===== src/rtl/uart2_rx.sv =====
// rtl/uart2_rx.sv - oversampling 8N1 UART receiver with valid/ready byte output and error pulses.
package uart2_pkgs;
    typedef enum logic [1:0] {
        IDLE_STATE,
        START_STATE,
        MOVE_DATA_STATE,
        STOP_STATE
    } state_encoding;
endpackage

module uart2_rx #(
    parameter int CLK_FREQ   = 100_000_000,
    parameter int BAUD       = 115_200,
    parameter int OVERSAMPLE = 16,
    parameter int DATA_BITS  = 8
) (
    input  logic                 clk,
    input  logic                 rst_n,
    input  logic                 rx_i,
    output logic [DATA_BITS-1:0] rx_data_o,
    output logic                 rx_valid_o,
    input  logic                 rx_ready_i,
    output logic                 frame_err_o,
    output logic                 overrun_o,
    output logic                 busy_o
);
    import uart2_pkgs::*;

    localparam int DIV = CLK_FREQ / (BAUD * OVERSAMPLE);
    localparam int TW  = (DIV > 1) ? $clog2(DIV) : 1;
    localparam int SW  = $clog2(OVERSAMPLE);
    localparam int BW  = (DATA_BITS > 1) ? $clog2(DATA_BITS) : 1;

    localparam logic [TW-1:0] TC_LAST = TW'(DIV - 1);
    localparam logic [SW-1:0] SC_MID  = SW'(OVERSAMPLE / 2 - 1);
    localparam logic [SW-1:0] SC_LAST = SW'(OVERSAMPLE - 1);
    localparam logic [BW-1:0] BC_LAST = BW'(DATA_BITS - 1);

    generate
        if (DIV < 1) begin : g_div_check
            $error("uart2_rx: CLK_FREQ/(BAUD*OVERSAMPLE) must be at least 1");
        end
        if ((OVERSAMPLE < 4) || (OVERSAMPLE % 2 != 0)) begin : g_os_check
            $error("uart2_rx: OVERSAMPLE must be even and >= 4");
        end
    endgenerate

    state_encoding        state_q, state_d;
    logic [TW-1:0]        tc_q, tc_d;
    logic [SW-1:0]        sc_q, sc_d;
    logic [BW-1:0]        bc_q, bc_d;
    logic [DATA_BITS-1:0] shift_q, shift_d;
    logic [DATA_BITS-1:0] data_q, data_d;
    logic                 valid_q, valid_d;
    logic                 ferr_q, ferr_d;
    logic                 ovr_q, ovr_d;
    logic                 rx_meta_q, rx_s_q, rx_prev_q;
    logic                 tick;

    // Synchronizer flops reset high so a line idling high never looks like a falling edge.
    always_ff @(posedge clk) begin
        if (!rst_n) begin
            rx_meta_q <= 1'b1;
            rx_s_q    <= 1'b1;
            rx_prev_q <= 1'b1;
        end else begin
            rx_meta_q <= rx_i;
            rx_s_q    <= rx_meta_q;
            rx_prev_q <= rx_s_q;
        end
    end

    assign tick = (tc_q == TC_LAST);

    always_comb begin
        state_d = state_q;
        tc_d    = tick ? '0 : tc_q + 1'b1;
        sc_d    = sc_q;
        bc_d    = bc_q;
        shift_d = shift_q;
        data_d  = data_q;
        valid_d = valid_q && !rx_ready_i;
        ferr_d  = 1'b0;
        ovr_d   = 1'b0;
        case (state_q)
            IDLE_STATE: begin
                // Holding the tick counter at 0 here restarts it on entry to START_STATE.
                tc_d = '0;
                sc_d = '0;
                if (rx_prev_q && !rx_s_q) begin
                    state_d = START_STATE;
                end
            end
            START_STATE: begin
                if (tick) begin
                    if (sc_q == SC_MID) begin
                        sc_d = '0;
                        bc_d = '0;
                        state_d = rx_s_q ? IDLE_STATE : MOVE_DATA_STATE;
                    end else begin
                        sc_d = sc_q + 1'b1;
                    end
                end
            end
            MOVE_DATA_STATE: begin
                if (tick) begin
                    if (sc_q == SC_LAST) begin
                        sc_d    = '0;
                        shift_d = {rx_s_q, shift_q[DATA_BITS-1:1]};
                        if (bc_q == BC_LAST) begin
                            state_d = STOP_STATE;
                        end else begin
                            bc_d = bc_q + 1'b1;
                        end
                    end else begin
                        sc_d = sc_q + 1'b1;
                    end
                end
            end
            STOP_STATE: begin
                if (tick) begin
                    if (sc_q == SC_LAST) begin
                        sc_d    = '0;
                        state_d = IDLE_STATE;
                        if (!rx_s_q) begin
                            ferr_d = 1'b1;
                        end else if (!valid_q || rx_ready_i) begin
                            data_d  = shift_q;
                            valid_d = 1'b1;
                        end else begin
                            ovr_d = 1'b1;
                        end
                    end else begin
                        sc_d = sc_q + 1'b1;
                    end
                end
            end
            default: state_d = IDLE_STATE;
        endcase
    end

    always_ff @(posedge clk) begin
        if (!rst_n) begin
            state_q <= IDLE_STATE;
            tc_q    <= '0;
            sc_q    <= '0;
            bc_q    <= '0;
            shift_q <= '0;
            data_q  <= '0;
            valid_q <= 1'b0;
            ferr_q  <= 1'b0;
            ovr_q   <= 1'b0;
        end else begin
            state_q <= state_d;
            tc_q    <= tc_d;
            sc_q    <= sc_d;
            bc_q    <= bc_d;
            shift_q <= shift_d;
            data_q  <= data_d;
            valid_q <= valid_d;
            ferr_q  <= ferr_d;
            ovr_q   <= ovr_d;
        end
    end

    assign rx_data_o   = data_q;
    assign rx_valid_o  = valid_q;
    assign frame_err_o = ferr_q;
    assign overrun_o   = ovr_q;
    assign busy_o      = (state_q != IDLE_STATE);

endmodule


===== config.mk =====
export PLATFORM = sky130hd
export DESIGN_NAME = uart2_rx
export DESIGN_NICKNAME = d
export VERILOG_FILES = /design/src/rtl/uart2_rx.sv
export SDC_FILE = /design/constraint.sdc
export NUM_CORES = 1
export LEC_CHECK = 0
export CORE_UTILIZATION = 58
export CTS_BUF_LIST = sky130_fd_sc_hd__clkbuf_2
export DETAILED_ROUTE_END_ITERATION = 12
export PLACE_DENSITY_LB_ADDON = 0.12
export SLEW_MARGIN = 20
export SYNTH_ARGS = -nofsm -noshare
export SYNTH_HDL_FRONTEND = slang
export SYNTH_SLANG_ARGS = --single-unit

===== constraint.sdc =====
create_clock -name clk -period 5.8 [get_ports clk]
set_clock_uncertainty 0.05 [all_clocks]
set_input_delay 1.74 -clock clk [delete_from_list [all_inputs] [get_ports clk]]
set_output_delay 1.74 -clock clk [all_outputs]
set_load 0.02 [all_outputs]

==> results of run 1 <==
## placed cells by master, fill, tap and decap left out, drive strengths merged, types with 3 or more instances in the layout
master,instances
clkinv,3
mux2i,20
a21oi,4
clkdlybuf4s50,15
nand3,10
nor2,10
xor2,3
nand2b,3
xnor2,3
nand2,29
clkbuf,5
dfxtp,37
ha,5
## through the flow
stage | util [%] | worst slack, ns | instances
after floorplan | - | 3.12 | 161
after global placement | 67.4 | 2.24 | 196
after detailed placement | 67.4 | 2.16 | 196
after CTS | 68.9 | 2.24 | 204
after global routing | 68.9 | 2.18 | 204
final | 68.9 | 2.26 | 204
## cell type report
| type | count | area (um^2) |
|---|---|---|
| clock buffer | 5 | 25.0 |
| sequential | 37 | 741 |
| fill | 214 | 777 |
| clock inverter | 3 | 12.5 |
| inverter | 1 | 3.75 |
| timing repair buffer | 15 | 150 |
| tap | 30 | 37.5 |
| multi-input combinational | 113 | 753 |
## flip-flops by register name (all words and copies together) (netlist names), named ones only
signal       count
bc_q             3
rx_s_q           1
rx_prev_q        1
state_q          1
frame_err_o      1
rx_meta_q        1
rx_valid_o       1
sc_q             4
shift_q          8
tc_q             6
overrun_o        1
rx_data_o        8
## layer usage
layer	part of all wire (%)	wire length (um)	vias to the layer above	track usage, %
li1	-	-	580	-
met4	2.2	56	0	10.5
met3	3.4	89	7	8.76
met2	47	1210	13	33.7
met1	48	1240	531	24.1
met5	0	0	-	0
## report_power, final
group	switching, uW	total, uW	internal (uW)
logic	5.89	10.4	4.50
clock network	78.3	105	26.4
registers	1.76	258	256
total	86.0	373	287
## path summary, 6_finish.rpt
kind / startpoint / to / cells past startpoint
worst max-delay path: register / busy_o / 2
worst min-delay path: rx_meta_q / rx_s_q / 1
worst max register to register: tc_q[0] / shift_q[0] / 5
worst min register to register: rx_meta_q / rx_s_q / 1
## critical path: stages, from the launching register on
cell and delay (ns):
dfxtp_1 0.57, or2_2 0.21, clkdlybuf4s50_1 0.60
## cells by family (layout without fill, tap and decap cells)
logic type | count (synthesis) | count (layout)
AND/OR/NAND/NOR | 71 | 71
flip-flops | 37 | 37
multiplexers | 20 | 20
AO/OA/AOI/OAI | 11 | 11
buffers and inverters | 11 | 24
XOR/XNOR | 6 | 6
adder cells (fa/ha/maj) | 5 | 5
## synth_stat cells (2+ instances only)
library cell  number
clkbuf_1           5
nand2_1           28
nor2_1            10
nor3_1             2
nand2b_1           3
nand4_1            2
xnor2_1            3
dfxtp_1           37
buf_2              2
nor2b_1            2
ha_1               5
a21oi_1            4
nand3b_1           2
and3_1             2
buf_4              2
xor2_1             3
mux2i_1           20
nor3b_1            2
nand3_1           10
==> flow_metrics.tcl, run 1 <==
set metrics [dict create \
    yosys.cell_types.count 36 \
    drv_slew 0 \
    syn_area_um2 1550 \
    rsz0062_at_grt "no" \
    syn_avg_cell_area_um2 9.64 \
    numPortBuffers 15 \
    ys_seq_elements 37 \
    syn-instance-count 161 \
    drv_cap 0 \
    post-route-min-period_ns 3.54 \
    outcome "complete, no violations" \
    hold_viol 0 \
    slew_headroom_pct 31.2 \
    holdWs_ns 0.378 \
    peakVddDrop_mv 0.196 \
    synth_top_cell_area_share_pct 47.7 \
    grt_max_degree 33 \
    synthAdderAreaFrac_pct 4.03 \
    finalWeightedCongestion 0.799 \
    syn_to_final_growth_pct 11.0 \
    synth_edf_count 0 \
    yosysWarnings 0 \
    hp-class "register to register" \
    ios 16 \
    synth_top_family_by_area "simple AND/OR/NAND/NOR gates" \
    synth_seq_area_share_pct 47.7 \
    power.density_nw_per_um2 216 \
    final_area_um2 1720 \
    synth_area_leaders "dfxtp_1 (48%), mux2i_1 (13%), nand2_1 (6.8%), ha_1 (4.0%), nand3_1 (3.2%)" \
    tns_ns 0 \
    path_max_fanout 11 \
    wire_per_inst_um 12.7 \
    htreeDepth 2 \
    synth_top_area_cell "dfxtp_1" \
    cts_buffer_depth 2 \
    setup_viol 0 \
    n_antenna_cell 0 \
    postRouteAntennaNets 0 \
    finalNetCount 182 \
    critPathRequiredTime_ns 4.01 \
    core_um2 2500 \
    synth-simple-area-share_pct 23.0 \
    wl_um 2590 \
    postCtsHoldBufs 0 \
    post_cts_buffers 0 \
    synth-compound-area-share_pct 5.16 \
    initial_utilization_pct 62.1 \
    layout-drive-gt1-share_pct 6.32 \
    worst-r2r-setup-slack_ns 3.73 \
    path_class "register to output pin" \
    synthArstFlopShare_pct 0 \
    first_pass_iters 4 \
    synth_ff_type "dfxtp_1" \
    leakage_uw 0.000767 \
    cp-end-kind "output pin" \
    chipHeight_um 53.7 \
    mappedNetlistNets 170 \
    overflow 0 \
    tightestPinTransition_ns 1.03 \
    antenna_found_initial 0 \
    route.detailed.drc 0 \
    clk_pin_slew_worst_paths_ns 0.17 \
    synth_xor_area_share_pct 3.38 \
    ctsResizeCount 0 \
    post-route-period-util_pct 61.1 \
    dpl.hpwl_um 1890 \
    total_power_uw 373 \
    num_vias 1131 \
    vias_per_cell 5.54 \
    grt_pass1_wl_um 4230 \
    cts-root-buf "clkbuf_2" \
    crit_arrival_ns 1.75 \
    drt-initial-drc-count 20 \
    crit_path_start_kind "register" \
    max_freq_mhz 282 \
    place_area_um2 1690 \
    dieArea_um2 2890 \
    rows 18 \
    synth_mux_area_share_pct 12.9 \
    cts_tree "yes" \
    grt_pass1_vias 1003 \
    die_w_um 53.7 \
    clkLatencyLatePin_ns 0.38 \
    clock_sinks 37 \
    cts_buffers 5 \
    grt_usage_pct 21.1 \
]
Power figures use the tool's default switching activity.
==> run 2, diff against run 1 <==
--- a/config.mk
+++ b/config.mk
@@ -5,7 +5,7 @@
 export SDC_FILE = /design/constraint.sdc
 export NUM_CORES = 1
 export LEC_CHECK = 0
-export CORE_UTILIZATION = 58
+export CORE_UTILIZATION = 52
 export CTS_BUF_LIST = sky130_fd_sc_hd__clkbuf_2
 export DETAILED_ROUTE_END_ITERATION = 12
 export PLACE_DENSITY_LB_ADDON = 0.12
==> constraint.sdc (replaced) <==
create_clock -name clk -period 3 [get_ports clk]
set_clock_uncertainty 0.05 [all_clocks]
set_input_delay 0.9 -clock clk [delete_from_list [all_inputs] [get_ports clk]]
set_output_delay 0.9 -clock clk [all_outputs]
set_load 0.02 [all_outputs]
==> run 2 against run 1 <==
Against the previous run:
- global-route usage down 2.1 points
- power up 140%
- combinational power up 120%
- flip-flop and latch count unchanged
- sequential share of layout area down 1.7 points
- critical endpoint unchanged
==> flow_metrics.tcl, run 2 (synthesis results as in run 1) <==
set metrics [dict create \
    outcome "complete, no violations" \
    cts_tree "yes" \
    r2r_cells 5 \
    rsz0062_at_grt "no" \
    postRouteAntennaNets 0 \
    cp-end-kind "output pin" \
    die_w_um 56.6 \
    clkLatencyLatePin_ns 0.40 \
    min_from "rx_meta_q" \
    path_class "register to output pin" \
    grtUsageMet3_pct 5.07 \
    hold_viol 0 \
    leakage_uw 0.000802 \
    antenna_found_initial 0 \
    post-route-min-period_ns 2.70 \
    met1_usage_pct 22.9 \
    postCtsHoldBufs 0 \
    hold_end "rx_s_q" \
    crit_path_start_kind "register" \
    r2r-end "shift_q[5]" \
    setup_viol 0 \
    tightestPinTransition_ns 0.493 \
    overflow 0 \
    grt_pass1_vias 1107 \
    place_area_um2 1700 \
    post_cts_buffers 0 \
    ctsResizeCount 0 \
    tns_ns 0 \
    final_area_um2 1790 \
    intPower_uw 729 \
    path_max_fanout 11 \
    seq_power_share_pct 54.6 \
    first_pass_iters 4 \
    clock_sinks 37 \
    numPortBuffers 15 \
    pwr-share-clk_pct 43.0 \
    holdWs_ns 0.382 \
    crit_arrival_ns 1.75 \
    chipHeight_um 56.6 \
    power_switching_uw 185 \
    combPwrFrac_pct 2.5 \
    max_freq_mhz 370 \
    worst-r2r-setup-slack_ns 0.90 \
    initial_utilization_pct 55.8 \
    r2r-start "tc_q[0]" \
    ios 16 \
    swShare_pct 20.2 \
    post-route-period-util_pct 90.0 \
    route.detailed.drc 0 \
    finalNetCount 184 \
    dpl.hpwl_um 1880 \
    mostFrequentLayoutCells "dfxtp_1 (37), nand2_1 (28), mux2i_1 (20), clkdlybuf4s50_1 (15)" \
    power.density_nw_per_um2 510 \
    layout-drive-gt1-share_pct 8.52 \
    slowest_stage "clkdlybuf4s50_1" \
    fin_cells 207 \
    final_common_cell "dfxtp_1" \
    drv_slew 0 \
    slew_headroom_pct 67.0 \
    drv_cap 0 \
    drt-initial-drc-count 37 \
    hold-path-cell-count 1 \
    grt_usage_pct 19.1 \
    rows 19 \
    grt_pass1_wl_um 4640 \
    critPathRequiredTime_ns 2.05 \
    use_met2_pct 29.9 \
    hp-class "register to register" \
    syn_to_final_growth_pct 15.4 \
    cts-root-buf "clkbuf_2" \
    cp_cell_sequence "or2_2 -> clkdlybuf4s50_1" \
    finalWeightedCongestion 0.826 \
    core_um2 2780 \
    n_antenna_cell 0 \
    grt-busiest-layer "met2" \
    dieArea_um2 3210 \
    critPathMaxStageDelay_ns 0.60 \
    cts_buffer_depth 2 \
    wire_per_inst_um 12.7 \
    place_inst 199 \
    path_buf_inv 1 \
    total_power_uw 913 \
    grt_max_degree 16 \
    wl_um 2640 \
    num_vias 1177 \
    cts_buffers 5 \
    critPathTopFamily "buffers and inverters" \
    peakVddDrop_mv 0.592 \
    htreeDepth 2 \
    vias_per_cell 5.69 \
    clk_pin_slew_worst_paths_ns 0.18 \
]
run 2: changes by cell type in the layout (fill, tap and decap cells not counted), sizes merged:
cell	before	now
buf	0	2
bufinv	0	2
clkinv	3	1
run 2: how the worst max path moves through the flow:
stage	from	end	cells after the start
5_1_grt	state_q[0]	busy_o	2
4_1_cts	state_q[0]	busy_o	2
6_report	register	busy_o	2
2_1_floorplan	rx_ready_i	rx_data_o[1]	4
3_5_place_dp	rx_ready_i	rx_data_o[6]	4
3_3_place_gp	rx_ready_i	rx_data_o[0]	4
run 2: final cells by class:
class	count	area (um^2)
clock buffer	5	25.0
clock inverter	3	65.1
fill	242	990
inverter	1	3.75
multi-input combinational	113	753
sequential	37	741
tap	31	38.8
timing repair buffer	17	165
run 2: power groups by stage:
stage          combinational, uW  clock [uW]  sequential, uW
6_report                    22.4         392             498
5_1_grt                     24.6         416             499
3_3_place_gp                21.7           0             508
4_1_cts                     22.5         400             498
3_5_place_dp                22.4           0             508
2_1_floorplan               14.1           0             506
run 2: stage by stage:
step | worst slack [ns] | utilization, %
floorplan | 1.16 | -
finish | 0.300 | 64.4
global route | 0.196 | 64.4
CTS | 0.282 | 64.4
global placement | 0.679 | 61.2
detailed placement | 0.658 | 61.2
run 2: metal layers:
layer  share of wire [%]  wire length, um  vias up
met3                 3.4               89        8
met5                   0                0        -
li1                    -                -      579
met1                  47             1250      570
met2                  47             1230       20
met4                 2.6               69        0
